**src/rtl/fetch_unit_pkg.sv**
```systemverilog
// Shared RISC-V fetch/decode definitions: widths, reset PC, NOP encoding, opcodes,
// the {pc, instruction} queue entry and small PC helpers.
package fetch_unit_pkg;

  localparam int XLEN = 32;

  typedef logic [XLEN-1:0] xlen_t;

  localparam xlen_t RESET_PC_DEFAULT = 32'h0000_0000;
  localparam xlen_t INSTR_NOP        = 32'h0000_0013;

  // Base-ISA major opcodes, shared with decode and the immediate generator.
  localparam logic [6:0] OPC_LUI    = 7'b0110111;
  localparam logic [6:0] OPC_AUIPC  = 7'b0010111;
  localparam logic [6:0] OPC_JAL    = 7'b1101111;
  localparam logic [6:0] OPC_JALR   = 7'b1100111;
  localparam logic [6:0] OPC_BRANCH = 7'b1100011;
  localparam logic [6:0] OPC_LOAD   = 7'b0000011;
  localparam logic [6:0] OPC_STORE  = 7'b0100011;
  localparam logic [6:0] OPC_OP_IMM = 7'b0010011;
  localparam logic [6:0] OPC_OP     = 7'b0110011;
  localparam logic [6:0] OPC_SYSTEM = 7'b1110011;

  typedef struct packed {
    xlen_t pc;
    xlen_t instr;
  } fetch_entry_t;

  localparam int ENTRY_W = $bits(fetch_entry_t);

  // Sequential fetch address; wraps modulo 2^XLEN.
  function automatic xlen_t pc_next(input xlen_t pc);
    return pc + xlen_t'(4);
  endfunction

  // Word-align a redirect target by clearing the byte-offset bits.
  function automatic xlen_t pc_align(input xlen_t pc);
    return {pc[XLEN-1:2], 2'b00};
  endfunction

endpackage

```
**src/rtl/fetch_unit_if.sv**
```systemverilog
// Fetch-stage bus: instruction-memory request/response, execute redirect and the
// {pc, instruction} handshake toward decode. master = fetch unit, slave = its environment.
interface fetch_unit_if;
  import fetch_unit_pkg::*;

  logic  imem_req_valid;
  logic  imem_req_ready;
  xlen_t imem_req_addr;
  logic  imem_resp_valid;
  xlen_t imem_resp_data;
  logic  redirect_valid;
  xlen_t redirect_pc;
  logic  out_valid;
  logic  out_ready;
  xlen_t out_pc;
  xlen_t out_instruction;

  modport master (
    output imem_req_valid, imem_req_addr, out_valid, out_pc, out_instruction,
    input  imem_req_ready, imem_resp_valid, imem_resp_data, redirect_valid, redirect_pc,
           out_ready
  );

  modport slave (
    input  imem_req_valid, imem_req_addr, out_valid, out_pc, out_instruction,
    output imem_req_ready, imem_resp_valid, imem_resp_data, redirect_valid, redirect_pc,
           out_ready
  );

endinterface

```
**src/rtl/fetch_queue.sv**
```systemverilog
// Synchronous FIFO with push/pop/flush and an occupancy count; flush wins over push and pop.
// Used both for the {pc, instruction} output queue and the per-request PC tag FIFO.
module fetch_queue #(
  parameter  int DEPTH = 2,
  parameter  int WIDTH = 64,
  localparam int PTR_W = $clog2(DEPTH),
  localparam int CNT_W = PTR_W + 1
) (
  input  logic             clk,
  input  logic             reset,
  input  logic             i_push,
  input  logic             i_pop,
  input  logic             i_flush,
  input  logic [WIDTH-1:0] i_data,
  output logic [WIDTH-1:0] o_data,
  output logic [CNT_W-1:0] o_count,
  output logic             o_empty
);

  logic [WIDTH-1:0] r_mem [DEPTH];
  logic [PTR_W-1:0] r_wr_ptr;
  logic [PTR_W-1:0] r_rd_ptr;
  logic [CNT_W-1:0] r_count;

  logic w_full;
  logic w_push;
  logic w_pop;

  assign w_full  = (r_count == CNT_W'(DEPTH));
  assign o_empty = (r_count == '0);
  assign o_count = r_count;
  assign o_data  = r_mem[r_rd_ptr];

  // A full queue still accepts a push when the head leaves in the same cycle.
  assign w_push = i_push & ~i_flush & (~w_full | i_pop);
  assign w_pop  = i_pop  & ~i_flush & ~o_empty;

  // NOTE: the storage array has no reset; r_count alone decides which entries are live,
  // so clearing the data would only cost reset fan-out.
  always_ff @(posedge clk) begin
    if (w_push) begin
      r_mem[r_wr_ptr] <= i_data;
    end
  end

  // Pointers wrap naturally because DEPTH is a power of two.
  always_ff @(posedge clk) begin
    if (reset) begin
      r_wr_ptr <= '0;
      r_rd_ptr <= '0;
      r_count  <= '0;
    end else if (i_flush) begin
      r_wr_ptr <= '0;
      r_rd_ptr <= '0;
      r_count  <= '0;
    end else begin
      if (w_push) begin
        r_wr_ptr <= r_wr_ptr + PTR_W'(1);
      end
      if (w_pop) begin
        r_rd_ptr <= r_rd_ptr + PTR_W'(1);
      end
      case ({w_push, w_pop})
        2'b10:   r_count <= r_count + CNT_W'(1);
        2'b01:   r_count <= r_count - CNT_W'(1);
        default: r_count <= r_count;
      endcase
    end
  end

endmodule

```
**src/rtl/fetch_unit.sv**
```systemverilog
// Instruction fetch stage: PC, credit-limited in-order memory requests, wrong-path drop
// after redirects, and a registered {pc, instruction} queue toward decode.
// Optional FETCH_PERF_EN adds perf_fetched / perf_squashed event counters.
module fetch_unit
  import fetch_unit_pkg::*;
#(
  parameter  xlen_t RESET_PC    = RESET_PC_DEFAULT,
  parameter  int    QUEUE_DEPTH = 2,
  localparam int    CNT_W       = $clog2(QUEUE_DEPTH) + 1
) (
  input  logic          clk,
  input  logic          reset,
  fetch_unit_if.master  bus
`ifdef FETCH_PERF_EN
  ,
  output logic [31:0]   perf_fetched,
  output logic [31:0]   perf_squashed
`endif
);

  xlen_t            r_pc;
  logic [CNT_W-1:0] r_drop_cnt;

  logic [CNT_W-1:0] w_inflight;
  logic [CNT_W-1:0] w_q_count;
  logic [CNT_W:0]   w_occupancy;
  logic             w_credit;
  logic             w_req_valid;
  logic             w_req_fire;
  logic             w_tag_empty;
  xlen_t            w_tag_pc;
  logic             w_resp;
  logic             w_dropping;
  logic             w_push;
  logic             w_q_empty;
  logic             w_out_valid;
  logic             w_out_fire;
  xlen_t            w_redirect_pc;
  fetch_entry_t     w_push_entry;
  fetch_entry_t     w_head_entry;
  logic [ENTRY_W-1:0] w_head_raw;

  // Every in-flight request owns a tag entry, so the tag FIFO count is the in-flight count
  // (live plus still-to-be-dropped requests).
  fetch_queue #(
    .DEPTH (QUEUE_DEPTH),
    .WIDTH (XLEN)
  ) u_tag_fifo (
    .clk     (clk),
    .reset   (reset),
    .i_push  (w_req_fire),
    .i_pop   (w_resp),
    .i_flush (1'b0),
    .i_data  (r_pc),
    .o_data  (w_tag_pc),
    .o_count (w_inflight),
    .o_empty (w_tag_empty)
  );

  fetch_queue #(
    .DEPTH (QUEUE_DEPTH),
    .WIDTH (ENTRY_W)
  ) u_out_queue (
    .clk     (clk),
    .reset   (reset),
    .i_push  (w_push),
    .i_pop   (w_out_fire),
    .i_flush (bus.redirect_valid),
    .i_data  (w_push_entry),
    .o_data  (w_head_raw),
    .o_count (w_q_count),
    .o_empty (w_q_empty)
  );

  // Counting doomed requests in the credit keeps the tag FIFO from ever overflowing.
  assign w_occupancy = {1'b0, w_inflight} + {1'b0, w_q_count};
  assign w_credit    = (w_occupancy < (CNT_W + 1)'(QUEUE_DEPTH));
  assign w_req_valid = ~reset & w_credit & ~bus.redirect_valid;
  assign w_req_fire  = w_req_valid & bus.imem_req_ready;

  assign w_resp     = bus.imem_resp_valid & ~w_tag_empty;
  assign w_dropping = (r_drop_cnt != '0);
  assign w_push     = w_resp & ~bus.redirect_valid & ~w_dropping;

  assign w_push_entry  = '{pc: w_tag_pc, instr: bus.imem_resp_data};
  assign w_head_entry  = fetch_entry_t'(w_head_raw);
  assign w_redirect_pc = pc_align(bus.redirect_pc);

  assign w_out_valid = ~w_q_empty & ~bus.redirect_valid;
  assign w_out_fire  = w_out_valid & bus.out_ready;

  assign bus.imem_req_valid  = w_req_valid;
  assign bus.imem_req_addr   = r_pc;
  assign bus.out_valid       = w_out_valid;
  assign bus.out_pc          = w_head_entry.pc;
  assign bus.out_instruction = w_head_entry.instr;

  always_ff @(posedge clk) begin
    if (reset) begin
      r_pc       <= RESET_PC;
      r_drop_cnt <= '0;
    end else if (bus.redirect_valid) begin
      r_pc       <= w_redirect_pc;
      // drop_cnt + live outstanding == all in flight; the response arriving now is discarded
      // directly, so only the remaining in-flight words need dropping later.
      r_drop_cnt <= w_inflight - CNT_W'(w_resp);
    end else begin
      if (w_req_fire) begin
        r_pc <= pc_next(r_pc);
      end
      if (w_resp && w_dropping) begin
        r_drop_cnt <= r_drop_cnt - CNT_W'(1);
      end
    end
  end

`ifdef FETCH_PERF_EN
  logic [31:0] r_perf_fetched;
  logic [31:0] r_perf_squashed;

  // Squashed = dropped responses plus queue entries thrown away by a redirect flush.
  always_ff @(posedge clk) begin
    if (reset) begin
      r_perf_fetched  <= '0;
      r_perf_squashed <= '0;
    end else begin
      r_perf_fetched <= r_perf_fetched + 32'(w_out_fire);
      if (bus.redirect_valid) begin
        r_perf_squashed <= r_perf_squashed + 32'(w_q_count) + 32'(w_resp);
      end else begin
        r_perf_squashed <= r_perf_squashed + 32'(w_resp & w_dropping);
      end
    end
  end

  assign perf_fetched  = r_perf_fetched;
  assign perf_squashed = r_perf_squashed;
`endif

endmodule

```
**src/flat_wrapper.sv**
```systemverilog
// flat-port wrapper written by rule: the top's interface ports become plain ports
module fetch_unit_flat import fetch_unit_pkg::*;
#(
  parameter  xlen_t RESET_PC    = RESET_PC_DEFAULT,
  parameter  int    QUEUE_DEPTH = 2,
  localparam int    CNT_W       = $clog2(QUEUE_DEPTH) + 1
)
  (clk, reset, bus_imem_req_valid, bus_imem_req_addr, bus_out_valid, bus_out_pc, bus_out_instruction, bus_imem_req_ready, bus_imem_resp_valid, bus_imem_resp_data, bus_redirect_valid, bus_redirect_pc, bus_out_ready);
  fetch_unit_if bus_i ();
  input  logic clk;
  input  logic reset;
  output wire logic [$bits(bus_i.imem_req_valid)-1:0] bus_imem_req_valid;
  output wire logic [$bits(bus_i.imem_req_addr)-1:0] bus_imem_req_addr;
  output wire logic [$bits(bus_i.out_valid)-1:0] bus_out_valid;
  output wire logic [$bits(bus_i.out_pc)-1:0] bus_out_pc;
  output wire logic [$bits(bus_i.out_instruction)-1:0] bus_out_instruction;
  input wire logic [$bits(bus_i.imem_req_ready)-1:0] bus_imem_req_ready;
  input wire logic [$bits(bus_i.imem_resp_valid)-1:0] bus_imem_resp_valid;
  input wire logic [$bits(bus_i.imem_resp_data)-1:0] bus_imem_resp_data;
  input wire logic [$bits(bus_i.redirect_valid)-1:0] bus_redirect_valid;
  input wire logic [$bits(bus_i.redirect_pc)-1:0] bus_redirect_pc;
  input wire logic [$bits(bus_i.out_ready)-1:0] bus_out_ready;
  assign bus_imem_req_valid = bus_i.imem_req_valid;
  assign bus_imem_req_addr = bus_i.imem_req_addr;
  assign bus_out_valid = bus_i.out_valid;
  assign bus_out_pc = bus_i.out_pc;
  assign bus_out_instruction = bus_i.out_instruction;
  assign bus_i.imem_req_ready = bus_imem_req_ready;
  assign bus_i.imem_resp_valid = bus_imem_resp_valid;
  assign bus_i.imem_resp_data = bus_imem_resp_data;
  assign bus_i.redirect_valid = bus_redirect_valid;
  assign bus_i.redirect_pc = bus_redirect_pc;
  assign bus_i.out_ready = bus_out_ready;
  fetch_unit #(.RESET_PC(RESET_PC), .QUEUE_DEPTH(QUEUE_DEPTH)) u_core (.clk(clk), .reset(reset), .bus(bus_i));
endmodule
```
**config.mk**
```make
export PLATFORM = sky130hd
export DESIGN_NAME = fetch_unit_flat
export DESIGN_NICKNAME = d
export VERILOG_FILES = /design/src/rtl/fetch_unit_pkg.sv /design/src/rtl/fetch_unit_if.sv /design/src/rtl/fetch_queue.sv /design/src/rtl/fetch_unit.sv /design/src/flat_wrapper.sv
export SDC_FILE = /design/constraint.sdc
export NUM_CORES = 1
export LEC_CHECK = 0
export CAP_MARGIN = 20
export CORE_UTILIZATION = 47
export DETAILED_ROUTE_END_ITERATION = 12
export PLACE_DENSITY = 0.76
export SYNTH_ARGS = -nofsm -noshare
export SYNTH_HDL_FRONTEND = slang
export SYNTH_SLANG_ARGS = --single-unit
```
**constraint.sdc**
```tcl
create_clock -name clk -period 5.2 [get_ports clk]
set_clock_uncertainty 0.2 [all_clocks]
set_input_delay 1.3 -clock clk [delete_from_list [all_inputs] [get_ports clk]]
set_output_delay 1.3 -clock clk [all_outputs]
set_load 0.05 [all_outputs]
```
==> run metrics <==
chip height 142 um; Slew Viols, Final 0; first-pass GRT wire length 30400 um; WL per Instance 18.6 um; via count 5663; Tcrit/Tclk final 81.7%; CP cell instances buf_4 > mux2_2 > clkdlybuf4s50_1; routed wire length 19300 um; Final Setup Violations 0; gr ovfl total 0; CP Class register to output port; Synth cell types 59; # clock sinks 226; worst vdd ir 0.206 mV; post-cts sizing count 0; starting density of the core 48.6%; drt pass-1 iters 4; layout cells sized above 1 19.7%; Worst-Skew Late Latency 0.50 ns; Async S/R FF share, synth 0%; Hold WC Path Type register to register; relative slew slack 28.4%; Vias/cell 5.46; CTS Buf Count 24; largest net degree at the start of global routing 63; P per Cell Area 351 nW/um^2; critical path capture point type output port; final hold vios 0; CTS tree done; Fin Setup TNS 0 ns; WP buf/inv 2; status completed; Worst Path Arrival 2.75 ns; Reg clk slew, reported paths 0.06 ns; Fmax achieved 235 MHz; fin crit period 4.25 ns; dpl hpwl 12800 um; synthesized flop and latch total 226; commonest non-fill, non-tap cell in the layout edfxtp_1; crit-path max FO 29; CP max stage delay 0.71 ns; Tightest Pin Transition 1.06 ns; antenna violations before repair 0; Clock Path Buffers 3; Tot Pwr 4.14 mW; DRC viols 0; Yosys warnings 0; number of port buffers 161; Max-cap violations 0; total setup buffers inserted after CTS 0; GR Util All Layers 19.5%; mean post-synth cell area 15.5 um^2; most frequent cells in the layout 184 x edfxtp_1, 159 x clkdlybuf4s50_1, 92 x mux2_2, 41 x dfxtp_1, 33 x nor2_1; full die area 20100 um^2; number of antenna diodes 0; area delta synth->final 28.2%; Worst path top cell family by delay buffers and inverters; synthesized instance count 592; Most used DFF post-synth edfxtp_1; num ports 168; Lkg Pwr 3.83 nW; Root Driver clkbuf_16; number of synthesized flops with an enable pin 184; # rows 50; CTS Hold Bufs 0; fin nets 836; drt first-iter violations 371; Core Util, Final 62.3%; vias in the first global route 5725; Mapped Area 9180 um^2; worst endpoint required time 3.70 ns; Seq/Total Area, Yosys 69.4%; Final GP Congestion 0.858; unrepaired setup endpoints after global routing no; Core Box Area 18900 um^2; H-tree Lvls 1; antenna-violating nets left 0; CP max stage cell clkdlybuf4s50_1; die width 142 um; Setup crit start kind register
## report_power, final
part,switching (mW),internal (mW)
combinational,0.294,0.211
sequential,0.0607,2.04
clock,0.656,0.873
total,1.01,3.13
## registers in the layout, indices dropped and copies added (netlist names), named ones only
register and flops:
u_core.bus.imem_req_addr 30, u_core.u_tag_fifo.r_wr_ptr 1, u_core.u_out_queue.o_count 2, u_core.u_out_queue.r_mem 124, u_core.u_tag_fifo.r_mem 60, u_core.u_out_queue.r_rd_ptr 1
u_core.u_tag_fifo.r_rd_ptr 1, u_core.r_drop_cnt 2, u_core.u_out_queue.r_wr_ptr 1, u_core.u_tag_fifo.o_count 2
## layer usage
| layer | share of wire, % | track usage [%] | routed length [um] |
|---|---|---|---|
| met1 | 42 | 24.7 | 8110 |
| met2 | 49 | 33.5 | 9480 |
| met3 | 7.5 | 4.56 | 1460 |
| met4 | 1.4 | 4.98 | 274 |
| met5 | 0 | 0 | 0 |
## path summary, 6_finish.rpt
kind                                                           startpoint                                         to  slack (ns)  depth (start not counted)
worst max register to register  u_core.u_tag_fifo.o_count[0]$_SDFFE_PP0P_  u_core.bus.imem_req_addr[20]$_SDFFE_PP0P_        1.50                          7
worst max-delay path                                             register                    bus_out_instruction[29]        0.95                          3
worst min register to register    u_core.u_tag_fifo.r_rd_ptr$_SDFFE_PP0P_    u_core.u_tag_fifo.r_rd_ptr$_SDFFE_PP0P_        0.34                          2
worst min-delay path              u_core.u_tag_fifo.r_rd_ptr$_SDFFE_PP0P_    u_core.u_tag_fifo.r_rd_ptr$_SDFFE_PP0P_        0.34                          2
## through the flow
| step | std cells | hold slack (ns) | worst slack (ns) | cell area (um^2) |
|---|---|---|---|---|
| after floorplan | 595 | 0.281 | 0.459 | 9190 |
| after CTS | 1037 | 0.337 | 0.888 | 11800 |
| after detailed placement | 994 | 0.314 | 0.916 | 11100 |
| after global routing | 1037 | 0.343 | 0.812 | 11800 |
| after global placement | 994 | 0.299 | 1.02 | 11100 |
| final | 1037 | 0.338 | 0.953 | 11800 |
## worst register-to-register path, stage by stage, from the launching register on
cell and delay [ns]:
dfxtp_1 0.43, and2_1 0.18, fa_1 0.46, nor4_4 0.65, buf_4 0.28, nand3_1 0.40
o41a_1 0.54, a2111oi_0 0.42
## logic make-up after synthesis
kind of cell / count (synthesis) / synth area share, %
DFF: 226 / 69.4
and+or+nand+nor: 141 / 8.60
AOI/OAI and AO/OA: 64 / 5.51
buffers and inverters: 46 / 2.77
other: 1 / 0.0409
muxes: 92 / 11.3
xor gates and xnor gates: 16 / 1.53
adders and majority gates: 6 / 0.900
## layout make-up
| type | instances | area, um^2 |
|---|---|---|
| timing repair buffer | 174 | 1740 |
| sequential | 226 | 6370 |
| tap | 260 | 325 |
| multi-input combinational | 323 | 2580 |
| fill | 1428 | 7130 |
| clock buffer | 28 | 637 |
| clock inverter | 15 | 72.6 |
| inverter | 11 | 41.3 |
## synthesized netlist by cell type (3+ instances only)
| master | instances | area (um^2) |
|---|---|---|
| nand3_1 | 12 | 60.1 |
| ha_1 | 5 | 62.6 |
| xnor2_1 | 9 | 78.8 |
| buf_4 | 4 | 30.0 |
| or4_1 | 10 | 75.1 |
| nand2_1 | 17 | 63.8 |
| a2111oi_0 | 4 | 35.0 |
| edfxtp_1 | 184 | 5530 |
| a211oi_1 | 7 | 52.6 |
| and2_1 | 5 | 31.3 |
| xor2_1 | 7 | 61.3 |
| nor3_1 | 10 | 50.1 |
| buf_1 | 3 | 11.3 |
| nor4_1 | 8 | 50.1 |
| nand4_1 | 12 | 75.1 |
| clkbuf_8 | 5 | 68.8 |
| dfxtp_1 | 42 | 841 |
| and3_1 | 6 | 37.5 |
| clkbuf_1 | 20 | 75.1 |
| a311oi_1 | 12 | 105 |
| nor2_1 | 36 | 135 |
| mux2_2 | 92 | 1040 |
| inv_1 | 10 | 37.5 |
| o31ai_1 | 10 | 75.1 |
| o21ai_0 | 8 | 40.0 |
| and4_1 | 6 | 52.6 |
| nor2b_1 | 3 | 18.8 |
| o31a_1 | 3 | 26.3 |
| or3_1 | 5 | 31.3 |
Note: power is estimated with default switching activity, not from simulation.
